===== config.mk =====
export PLATFORM = sky130hd
export DESIGN_NAME = tlb_search_arbiter
export DESIGN_NICKNAME = d
export VERILOG_FILES = /design/src/rtl/tlb_search_arbiter.sv
export SDC_FILE = /design/constraint.sdc
export NUM_CORES = 1
export LEC_CHECK = 0
export CORE_UTILIZATION = 36
export DETAILED_ROUTE_END_ITERATION = 8
export PLACE_DENSITY = 0.9
export SETUP_SLACK_MARGIN = 0.15
export SYNTH_ARGS = -nofsm -noshare
export SYNTH_HDL_FRONTEND = slang
export SYNTH_SLANG_ARGS = --single-unit

===== constraint.sdc =====
create_clock -name clk -period 2.7 [get_ports clk]
set_input_delay 0.675 -clock clk [delete_from_list [all_inputs] [get_ports clk]]
set_output_delay 0.675 -clock clk [all_outputs]
set_load 0.02 [all_outputs]

===== src/rtl/tlb_search_arbiter.sv =====
// Arbitrates the single TLB search port between inst fetch, data translation and the TLBP probe.
// Grants are combinational. The TLB result is registered and returned with a per-owner valid pulse.
module tlb_search_arbiter #(
   parameter int unsigned TLBNUM       = 16,
   parameter int unsigned STARVE_LIMIT = 4,
   parameter int unsigned WE_HOLD      = 1
) (
   input  logic                      clk,
   input  logic                      reset,

   input  logic                      inst_req,
   input  logic [18:0]               inst_vpn2,
   input  logic                      inst_odd,
   input  logic [7:0]                inst_asid,
   input  logic                      data_req,
   input  logic [18:0]               data_vpn2,
   input  logic                      data_odd,
   input  logic [7:0]                data_asid,
   input  logic                      probe_req,
   input  logic [18:0]               probe_vpn2,
   input  logic                      probe_odd,
   input  logic [7:0]                probe_asid,

   output logic                      inst_ack,
   output logic                      data_ack,
   output logic                      probe_ack,
   output logic                      inst_rsp_valid,
   output logic                      data_rsp_valid,
   output logic                      probe_rsp_valid,

   output logic                      rsp_found,
   output logic [$clog2(TLBNUM)-1:0] rsp_index,
   output logic [19:0]               rsp_pfn,
   output logic [2:0]                rsp_c,
   output logic                      rsp_d,
   output logic                      rsp_v,

   output logic [18:0]               s_vpn2,
   output logic                      s_odd_page,
   output logic [7:0]                s_asid,
   input  logic                      s_found,
   input  logic [$clog2(TLBNUM)-1:0] s_index,
   input  logic [19:0]               s_pfn,
   input  logic [2:0]                s_c,
   input  logic                      s_d,
   input  logic                      s_v,

   input  logic                      tlb_we,
   input  logic                      cancel
);

   localparam int unsigned IDX_W      = $clog2(TLBNUM);
   localparam logic [2:0]  STARVE_MAX = 3'(STARVE_LIMIT);
   localparam logic [1:0]  HOLD_INIT  = (WE_HOLD > 0) ? 2'(WE_HOLD - 1) : 2'd0;
   localparam logic [1:0]  OWN_INST   = 2'd0;
   localparam logic [1:0]  OWN_DATA   = 2'd1;
   localparam logic [1:0]  OWN_PROBE  = 2'd2;

   typedef enum logic {RUN = 1'b0, HOLD = 1'b1} state_t;

   state_t           state, state_n;
   logic [1:0]       hold_cnt, hold_cnt_n;
   logic [2:0]       starve_cnt;
   logic             blocked;
   logic             force_inst;
   logic             gnt_inst, gnt_data, gnt_probe, gnt_any;
   logic             rsp_pend;
   logic [1:0]       rsp_owner;

   // State register
   always_ff @(posedge clk or posedge reset) begin
      if (reset) begin
         state    <= RUN;
         hold_cnt <= 2'd0;
      end else begin
         state    <= state_n;
         hold_cnt <= hold_cnt_n;
      end
   end

   // Next state: a TLB write keeps the search port closed for WE_HOLD extra cycles
   always_comb begin
      state_n    = state;
      hold_cnt_n = hold_cnt;
      case (state)
         RUN: begin
            if (tlb_we && (WE_HOLD > 0)) begin
               state_n    = HOLD;
               hold_cnt_n = HOLD_INIT;
            end
         end
         HOLD: begin
            if (tlb_we) begin
               hold_cnt_n = HOLD_INIT;
            end else if (hold_cnt == 2'd0) begin
               state_n = RUN;
            end else begin
               hold_cnt_n = hold_cnt - 2'd1;
            end
         end
         default: state_n = RUN;
      endcase
   end

   // FSM output: grant window
   always_comb begin
      blocked = 1'b0;
      if (reset || tlb_we || cancel || (state == HOLD)) begin
         blocked = 1'b1;
      end
   end

   // Fixed priority probe > data > inst, overridden by the inst starvation guard
   always_comb begin
      gnt_inst   = 1'b0;
      gnt_data   = 1'b0;
      gnt_probe  = 1'b0;
      force_inst = inst_req && (starve_cnt == STARVE_MAX);
      if (!blocked) begin
         if (force_inst)     gnt_inst  = 1'b1;
         else if (probe_req) gnt_probe = 1'b1;
         else if (data_req)  gnt_data  = 1'b1;
         else if (inst_req)  gnt_inst  = 1'b1;
      end
      gnt_any = gnt_inst | gnt_data | gnt_probe;
   end

   assign inst_ack  = gnt_inst;
   assign data_ack  = gnt_data;
   assign probe_ack = gnt_probe;

   // Search port follows the winner; inst fields when idle
   always_comb begin
      s_vpn2     = inst_vpn2;
      s_odd_page = inst_odd;
      s_asid     = inst_asid;
      if (gnt_probe) begin
         s_vpn2     = probe_vpn2;
         s_odd_page = probe_odd;
         s_asid     = probe_asid;
      end else if (gnt_data) begin
         s_vpn2     = data_vpn2;
         s_odd_page = data_odd;
         s_asid     = data_asid;
      end
   end

   // Response register: data holds between grants, valid pulses for one cycle
   always_ff @(posedge clk or posedge reset) begin
      if (reset) begin
         rsp_pend  <= 1'b0;
         rsp_owner <= OWN_INST;
         rsp_found <= 1'b0;
         rsp_index <= '0;
         rsp_pfn   <= 20'd0;
         rsp_c     <= 3'd0;
         rsp_d     <= 1'b0;
         rsp_v     <= 1'b0;
      end else begin
         rsp_pend <= gnt_any;
         if (gnt_any) begin
            rsp_owner <= gnt_probe ? OWN_PROBE : (gnt_data ? OWN_DATA : OWN_INST);
            rsp_found <= s_found;
            rsp_index <= IDX_W'(s_index);
            rsp_pfn   <= s_pfn;
            rsp_c     <= s_c;
            rsp_d     <= s_d;
            rsp_v     <= s_v;
         end
      end
   end

   assign inst_rsp_valid  = rsp_pend && (rsp_owner == OWN_INST);
   assign data_rsp_valid  = rsp_pend && (rsp_owner == OWN_DATA);
   assign probe_rsp_valid = rsp_pend && (rsp_owner == OWN_PROBE);

   // Starvation counter counts blocked cycles too
   always_ff @(posedge clk or posedge reset) begin
      if (reset) begin
         starve_cnt <= 3'd0;
      end else if (!inst_req || gnt_inst || cancel) begin
         starve_cnt <= 3'd0;
      end else if (starve_cnt != STARVE_MAX) begin
         starve_cnt <= starve_cnt + 3'd1;
      end
   end

endmodule

==> flow_metrics.py <==
metrics = {
    "drt": {
        "wl_met1_mm": 4.34,
        "vias": 3456,
        "routed_via_density": 5.94,
        "drc": 0,
        "dr_wl_met2_mm": 5.96,
        "first_pass_iters": 5,
        "top_layer_used": "met4",
        "wire_per_inst_um": 20.9,
        "wl_met3_mm": 1.29,
        "final_antenna_net_count": 0,
        "wl_mm": 12.2,
        "first_iter_violations": 213,
    },
    "layout": {
        "drive_above_1_share_pct": 34.6,
        "syn_to_final_growth_pct": 105,
        "antenna_cells": 0,
        "final_util_pct": 75.9,
        "final_nets": 606,
    },
    "worst_setup_path": {
        "cp_max_fo": 8,
        "crit_path_end_kind": "output port",
        "max_stage_delay_ns": 0.57,
        "cp.arrival_ns": 2.06,
        "cp-startpoint": "cancel",
        "slowest_stage": "or4_4",
        "worst_ep_required_time_ns": 2.03,
        "crit_type": "in -> out",
        "crit_chain": "buf_6 > or4_4 > buf_6 > buf_12 > o21ai_2 > nand3_2 > buf_6",
        "cp-start-kind": "input pin",
        "cp_top_family": "simple AND/OR/NAND/NOR gates",
        "worst-path-buf-inv": 4,
        "r2r-start": "state",
        "cpMostUsedCell": "buf_6",
    },
    "logic_synthesis": {
        "synth-seq-area-share_pct": 36.5,
        "synth_cell_types": 32,
        "syn_nets": 409,
        "syn_area_um2": 2670,
        "ys_ff_latch": 39,
        "ys_warn_count": 0,
        "syn_avg_cell_area_um2": 9.38,
        "syn_inst": 285,
    },
    "global_route": {
        "grt_max_degree": 40,
        "grt_pass1_wl_mm": 16.4,
        "grt-ovfl-total": 0,
        "first_global_vias": 3350,
        "antenna_found_initial": 0,
        "grt_usage_pct": 27.5,
    },
    "clock_tree": {
        "htreeDepth": 2,
        "cts_buffers": 5,
        "clk_latency_ns": 0.28,
        "cts-root-buf": "clkbuf_8",
        "cts_sinks": 39,
        "ctsHoldBuffers": 0,
        "clk_transition_reported_paths_ns": 0.07,
        "cts_tree": "yes",
        "clockBufferDepth": 2,
    },
    "timing": {
        "setup_ws_ns": -0.0346,
        "clock.fmax_ghz": 0.366,
        "finalCritPeriodShare_pct": 101,
        "rsz0062_at_grt": "yes",
        "hold_ws_ns": 0.507,
        "finalSetupTns_ns": -0.105,
        "period_needed_ns": 2.73,
        "hold_viol_final": 0,
        "maxSlewViolCount": 0,
        "fin_worst_skew_ns": 0.00364,
        "tightest_slew_ns": 0.492,
        "max_slew_margin_pct": 67.2,
        "setup-violations-final": 4,
    },
    "placement": {
        "dp_hpwl_mm": 6.94,
        "gp_congestion": 0.757,
        "portBuffers": 184,
        "pre_cts_slack_ns": -0.750,
    },
    "status": {
        "status": "complete, but fails checks",
        "violations": "setup timing",
    },
    "pwr": {
        "finalPower_mw": 2.81,
        "leakage_nw": 2.16,
        "ir_worst_vdd_mv": 0.516,
        "power_density_nw_per_um2": 514,
    },
    "flow_run": {
        "cap_viol_max_count": 0,
    },
    "floorplan": {
        "fp-row-count": 31,
        "coreArea_um2": 7210,
        "die_w_um": 88.2,
        "die_h_um": 88.2,
        "dieArea_um2": 7780,
        "floorplan.initialDensity_pct": 37.1,
        "ios": 185,
    },
    "hold_path": {
        "worstHoldStart": "rsp_d",
        "hp-class": "reg -> reg",
    },
}
==> where the power goes <==
part	switching (mW)	internal [mW]	total, mW
clock network	0.192	0.233	0.425
registers	0.116	0.791	0.906
logic	0.664	0.816	1.48
==> path summary, 6_finish.rpt <==
path | depth (start not counted) | endpoint | slack [ns]
worst max-delay path | 7 | s_vpn2[17] | -0.03
worst max register to register | 7 | rsp_found | 0.46
max in group asynchronous | 4 | rsp_pfn[12] | 1.74
worst min register to register | 1 | rsp_d | 0.51
worst min-delay path | 1 | rsp_d | 0.51
min in group asynchronous | 4 | rsp_pfn[0] | 0.62
==> flip-flops by register name, indices dropped and copies added (netlist names) <==
register    cells
hold_cnt        2
rsp_c           3
rsp_d           1
rsp_found       1
rsp_index       4
rsp_owner       2
rsp_pend        1
rsp_pfn        20
rsp_v           1
starve_cnt      3
state           1
==> synthesized netlist by cell type <==
library cell	count	area (um^2)
buf_2	1	5.00
nand4_1	28	175
xnor2_1	2	17.5
and2_1	1	6.26
nor2b_1	2	12.5
nor4_2	1	12.5
nor3b_1	29	218
nand3b_1	1	7.51
nand2_1	2	7.51
buf_1	1	3.75
mux2i_1	1	10.0
nor4b_1	3	26.3
buf_6	4	45.0
a21o_1	2	15.0
nor2_1	3	11.3
or2_2	2	12.5
and3_1	3	18.8
ha_1	3	37.5
nand3_1	29	145
o21ai_0	28	140
mux2_2	30	338
a211oi_1	1	7.51
nor2_4	1	11.3
nor3_1	1	5.00
inv_1	5	18.8
a21oi_1	1	5.00
clkbuf_1	28	105
o21ai_1	3	15.0
and3b_1	1	8.76
a41oi_1	28	245
or4_4	1	11.3
dfrtp_1	39	976
==> cell type report <==
type                       instances  area, um^2
clock buffer                       8         100
fill                             463        1740
tap                               99         124
inverter                           5        18.8
multi-input combinational        207        1810
sequential                        39         976
timing repair buffer             224        2440
==> routing by layer <==
metal | GRT usage, % | vias to the layer above
li1 | - | 1512
met1 | 31.6 | 1660
met2 | 47.7 | 229
met3 | 7.16 | 55
met4 | 12.5 | 0
met5 | 0 | -
==> cell families (layout without fill, tap and decap cells) <==
logic type / after synthesis / count (layout) / share of synthesized area [%]
adder cells (fa/ha/maj): 3 / 3 / 1.40
XOR/XNOR: 2 / 2 / 0.655
buffers and inverters: 39 / 237 / 6.64
AND/OR/NAND/NOR: 108 / 108 / 25.8
AO/OA/AOI/OAI: 63 / 63 / 16.0
multiplexers: 31 / 31 / 13.0
flip-flops: 39 / 39 / 36.5
==> cells in the final DEF (no fill, tap or decap), drive strengths merged, types with 2 or more instances in the layout <==
cell           Yosys  layout
and3               3       3
inv                5       5
buf                6      73
clkbuf            28      10
nor4b              3       3
ha                 3       3
a41oi             28      28
nand3             29      29
nor3b             29      29
nor2b              2       2
xnor2              2       2
clkdlybuf4s50      0     147
nand2              2       2
a21o               2       2
o21ai             31      31
nand4             28      28
dfrtp             39      39
mux2              30      30
nor2               4       4
or2                2       2
==> timing repair <==
action | 4_1_cts | 5_1_grt
pin swaps | 39 | 23
buffers inserted | 6 | 1
endpoints found under the setup margin | 31 | 31
resized for setup | 265 | 40
cloned | 6 | 3
==> stage by stage <==
step	instance area [um^2]	instances
floorplan	2680	285
global placement	4730	558
detailed placement	4730	558
CTS	5220	578
global route	5470	582
finish	5470	582
(Power assumes the default switching activity.)
